<file path="config.mk">
export PLATFORM = sky130hd
export DESIGN_NAME = mem_dump_reader
export DESIGN_NICKNAME = d
export VERILOG_FILES = /design/src/rtl/mem_dump_reader.sv
export SDC_FILE = /design/constraint.sdc
export NUM_CORES = 1
export LEC_CHECK = 0
export CORE_MARGIN = 10
export CORE_UTILIZATION = 63
export DETAILED_ROUTE_END_ITERATION = 10
export DONT_BUFFER_PORTS = 1
export PLACE_DENSITY = 0.79
export SLEW_MARGIN = 20
export SYNTH_ARGS = -nofsm -noshare
export SYNTH_HDL_FRONTEND = slang
export SYNTH_SLANG_ARGS = --single-unit
</file>
<file path="constraint.sdc">
create_clock -name clock -period 2.15 [get_ports clock]
set_input_delay 0.43 -clock clock [delete_from_list [all_inputs] [get_ports clock]]
set_output_delay 0.43 -clock clock [all_outputs]
set_load 0.005 [all_outputs]
</file>
<file path="src/rtl/mem_dump_reader.sv">
// mem_dump_reader: reads a range of 32-bit words from a data memory and
// streams each word out as four bytes through a handshaked UART transmitter.
//
// state      | meaning
// -----------+--------------------------------------------------------------
// S_IDLE     | waiting for start; range captured on the accepted start
// S_ISSUE    | address is stable, memory returns data on the falling edge
// S_CAPTURE  | read data registered into the word buffer, byte_idx cleared
// S_SEND     | waiting for tx_busy=0, then launches one byte with tx_start
// S_WAIT_ACK | waiting for the transmitter to raise tx_busy
// S_WAIT_TX  | waiting for the transmitter to finish the byte
// S_NEXT     | last word done -> S_DONE, else advance address (wrapping)
// S_DONE     | one-cycle done pulse
module mem_dump_reader #(
  parameter int ADDR_W    = 10,
  parameter int MSB_FIRST = 1
) (
  input  logic              clock,
  input  logic              reset,
  input  logic              start,
  input  logic [ADDR_W-1:0] first_addr,
  input  logic [ADDR_W-1:0] last_addr,
  output logic [ADDR_W-1:0] mem_address,
  output logic              mem_write,
  input  logic [31:0]       mem_data_read,
  output logic [7:0]        tx_data,
  output logic              tx_start,
  input  logic              tx_busy,
  output logic              busy,
  output logic              done
);

  typedef enum logic [2:0] {
    S_IDLE, S_ISSUE, S_CAPTURE, S_SEND, S_WAIT_ACK, S_WAIT_TX, S_NEXT, S_DONE
  } state_t;

  localparam logic [ADDR_W-1:0] ADDR_ONE = {{(ADDR_W-1){1'b0}}, 1'b1};

  state_t            state_q, state_d;
  logic [ADDR_W-1:0] addr_q, addr_d;
  logic [ADDR_W-1:0] last_q, last_d;
  logic [31:0]       word_q, word_d;
  logic [1:0]        byte_idx_q, byte_idx_d;
  logic [7:0]        tx_data_q, tx_data_d;
  logic              tx_start_q, tx_start_d;
  logic [1:0]        lane;
  logic [7:0]        sel_byte;

  // Byte lane picked from the word buffer for the current byte_idx.
  always_comb begin
    lane     = (MSB_FIRST != 0) ? (2'd3 - byte_idx_q) : byte_idx_q;
    sel_byte = word_q[{lane, 3'b000} +: 8];
  end

  // State register and datapath registers; reset aborts any dump in progress.
  always_ff @(posedge clock or negedge reset) begin
    if (!reset) begin
      state_q    <= S_IDLE;
      addr_q     <= '0;
      last_q     <= '0;
      word_q     <= '0;
      byte_idx_q <= '0;
      tx_data_q  <= '0;
      tx_start_q <= 1'b0;
    end else begin
      state_q    <= state_d;
      addr_q     <= addr_d;
      last_q     <= last_d;
      word_q     <= word_d;
      byte_idx_q <= byte_idx_d;
      tx_data_q  <= tx_data_d;
      tx_start_q <= tx_start_d;
    end
  end

  // Next-state logic.
  always_comb begin
    state_d = state_q;
    case (state_q)
      S_IDLE:     if (start) state_d = S_ISSUE;
      S_ISSUE:    state_d = S_CAPTURE;
      S_CAPTURE:  state_d = S_SEND;
      S_SEND:     if (!tx_busy) state_d = S_WAIT_ACK;
      S_WAIT_ACK: if (tx_busy) state_d = S_WAIT_TX;
      S_WAIT_TX:  if (!tx_busy) state_d = (byte_idx_q == 2'd3) ? S_NEXT : S_SEND;
      S_NEXT:     state_d = (addr_q == last_q) ? S_DONE : S_ISSUE;
      S_DONE:     state_d = S_IDLE;
      default:    state_d = S_IDLE;
    endcase
  end

  // Datapath updates; tx_data and tx_start are registered together so the
  // strobe and its byte leave the block on the same cycle, glitch-free.
  always_comb begin
    addr_d     = addr_q;
    last_d     = last_q;
    word_d     = word_q;
    byte_idx_d = byte_idx_q;
    tx_data_d  = tx_data_q;
    tx_start_d = 1'b0;
    case (state_q)
      S_IDLE: begin
        if (start) begin
          addr_d = first_addr;
          last_d = last_addr;
        end
      end
      S_CAPTURE: begin
        word_d     = mem_data_read;
        byte_idx_d = 2'd0;
      end
      S_SEND: begin
        if (!tx_busy) begin
          tx_start_d = 1'b1;
          tx_data_d  = sel_byte;
        end
      end
      S_WAIT_TX: begin
        if (!tx_busy && byte_idx_q != 2'd3) byte_idx_d = byte_idx_q + 2'd1;
      end
      S_NEXT: begin
        if (addr_q != last_q) addr_d = addr_q + ADDR_ONE;
      end
      default: ;
    endcase
  end

  // Outputs decoded from state and registers.
  always_comb begin
    mem_address = addr_q;
    mem_write   = 1'b0;
    tx_data     = tx_data_q;
    tx_start    = tx_start_q;
    busy        = (state_q != S_IDLE);
    done        = (state_q == S_DONE);
  end

endmodule

</file>
==> impl_metrics.tcl <==
set metrics [dict create \
    status "finished clean" \
    layout_commonest_cell "dfrtp_1" \
    initial_core_util 0.666 \
    io_buffers 0 \
    power.density_nw_per_um2 1570 \
    final_nets 336 \
    min_from "tx_busy" \
    ios 78 \
    fin_util 0.737 \
    synth_mux_area_frac 0.228 \
    drtAntennaViolNets 0 \
    maxCapViolCount 0 \
    core_um2 5200 \
    grt_max_degree 67 \
    hold_viol 0 \
    final_layout_size_suffix_gt1_frac 0.254 \
    final_cell_area_um2 3830 \
    slew-limit-headroom 0.578 \
    drc 0 \
    yosysUniqueCellTypes 52 \
    synth-edff-count 0 \
    reg2regPathDepth 4 \
    finalSetupViolCount 0 \
    synthesis.area_um2 3460 \
    cp-end-kind "register" \
    criticalPathCategory "reg2reg" \
    post-cts-setup-buffers 0 \
    cts_sinks 66 \
    syn2layout_area_growth_pct 10.7 \
    dr.pass1.iters 4 \
    synth_xor_area_frac 0.0361 \
    async_reset_ff_frac 1.00 \
    synthAdderAreaFrac 0.00722 \
    routed_wl_um 7750 \
    fin_total_pwr_mw 6.02 \
    grt_pass1_vias 2398 \
    gr-total-overflow 0 \
    placementRows 26 \
    p_leak_nw 1.58 \
    synth_compound_area_frac 0.0834 \
    synthCells 270 \
    rsz0062_at_grt "no" \
    worstReg2RegEnd "mem_address[1]" \
    placed_cell_area_um2 3590 \
    die_area_um2 8870 \
    drv_slew 0 \
    ys_seq_area_frac 0.477 \
    fin_crit_ns 1.89 \
    insertion_delay_ns 0.34 \
    worstMarginPinSlew_ns 0.633 \
    critPathArrivalTime_ns 2.11 \
    fin_crit_sh 0.878 \
    skew_ns 0.00813 \
    antenna_found_initial 2 \
    vias 2256 \
    hold_depth 1 \
    clk_pin_slew_ns 0.08 \
    min_delay_worst_endpoint "tx_start" \
    ir_worst_vdd_uv 1040 \
    cts_buffers 9 \
    synth_ff_type "dfrtp_1" \
    fmax_ghz 0.530 \
    cp_max_fo 7 \
    yosys.area_share.simple 0.135 \
    cts_max_level 3 \
    die_h_um 94.2 \
    ff2ff_setup_slack_ns 0.26 \
    holdWs_ns 0.181 \
    post_synth.cell_area_avg_um2 12.8 \
    layout_common_cells "66 x dfrtp_1, 33 x mux2_1, 12 x nand2_1" \
    worst_slack_ns 0.263 \
    synthesis.nets 328 \
    tns_ns 0 \
    wire_per_inst_um 21.8 \
    ys_seq_elements 66 \
    place_inst 335 \
    tritoncts "done" \
    place_congestion 0.842 \
    viasPerCell 6.35 \
    ys_warn_count 0 \
    synth_top_family_by_area "multiplexers" \
    final_cells 355 \
    root_buffer "clkbuf_8" \
    dp_hpwl_um 5570 \
    worstHoldPathType "in2reg" \
    critPathLaunchType "register" \
    post-place-ws_ns 0.284 \
    clockBufferDepth 2 \
    drt-initial-drc-count 168 \
    crit_required_ns 2.37 \
    r2r_start "state_q[2]" \
    grt_usage 0.182 \
    grt_pass1_wl_um 12500 \
    die_width_um 94.2 \
]
[per-layer routing]
layer / part of all wire / GRT usage / wire (um)
met2: 0.46 / 0.271 / 3590
met3: 0.12 / 0.0959 / 949
met4: 0.012 / 0.0481 / 93
met5: 0 / 0 / 0
met1: 0.40 / 0.227 / 3120
[timing repair]
| item | CTS | global route |
|---|---|---|
| endpoints found under the setup margin | 0 | 0 |
| endpoints found under the hold margin | 66 | 0 |
| hold buffers | 2 | 0 |
| resized for setup | 0 | 0 |
[kinds of logic (layout without fill, tap and decap cells)]
family	Yosys count	after routing
buf+inv	23	36
mux	59	59
compound gates	42	42
flops	66	66
fa+ha+maj	2	2
simple gates	67	67
xor+xnor	10	10
other cells	1	3
[critical path, cell delays in order (launching register included)]
cell and delay (ns):
dfrtp_1 0.46, or3b_1 0.44, a21o_1 0.30, a31oi_4 0.25
mux2_4 0.33
[Yosys cell counts (3+ instances only)]
| master | number | area (um^2) |
|---|---|---|
| buf_2 | 10 | 50.1 |
| nand2_1 | 12 | 45.0 |
| nand3_1 | 3 | 15.0 |
| xor2_2 | 5 | 81.3 |
| inv_1 | 6 | 22.5 |
| o211ai_1 | 8 | 60.1 |
| mux2_4 | 9 | 135 |
| nor2b_1 | 3 | 18.8 |
| o21ai_0 | 11 | 55.1 |
| mux2_1 | 33 | 372 |
| and4_1 | 3 | 26.3 |
| nor3b_1 | 3 | 22.5 |
| a21oi_1 | 6 | 30.0 |
| nor3_1 | 4 | 20.0 |
| dfrtp_1 | 66 | 1650 |
| o22ai_1 | 3 | 18.8 |
| nor2_1 | 4 | 15.0 |
| or3_1 | 3 | 18.8 |
| mux2_2 | 9 | 101 |
| and2_1 | 8 | 50.1 |
| nand4_1 | 7 | 43.8 |
| xor2_1 | 5 | 43.8 |
| mux4_2 | 8 | 180 |
[power breakdown]
part           switching, mW  internal (mW)
clock network          0.491          0.567
registers              0.648           1.88
logic                   1.14           1.29
total                   2.28           3.73
[registers in the layout, indices dropped and copies added, names as in the netlist]
name,count
word_q,32
last_q,10
mem_address,10
tx_data,8
state_q,3
byte_idx_q,2
tx_start,1
[worst max-delay path by stage]
stage / startpoint / to / slack [ns] / depth (start not counted)
global route: byte_idx_q[0] / state_q[2] / 0.15 / 4
global placement: state_q[2] / mem_address[1] / 0.36 / 4
floorplan: byte_idx_q[0] / tx_data[0] / 0.42 / 3
finish: state_q[2] / mem_address[1] / 0.26 / 4
CTS: state_q[2] / mem_address[1] / 0.28 / 4
detailed placement: state_q[2] / mem_address[1] / 0.28 / 4
[final cells by class]
class                      instances  area (um^2)
antenna                            2         5.00
fill                             351         1370
inverter                           6         22.5
timing repair buffer              14          153
clock buffer                      10          138
tap                               70         87.6
sequential                        66         1650
clock inverter                     6         66.3
multi-input combinational        181         1710
No activity file was read; power rests on OpenSTA's default activity.
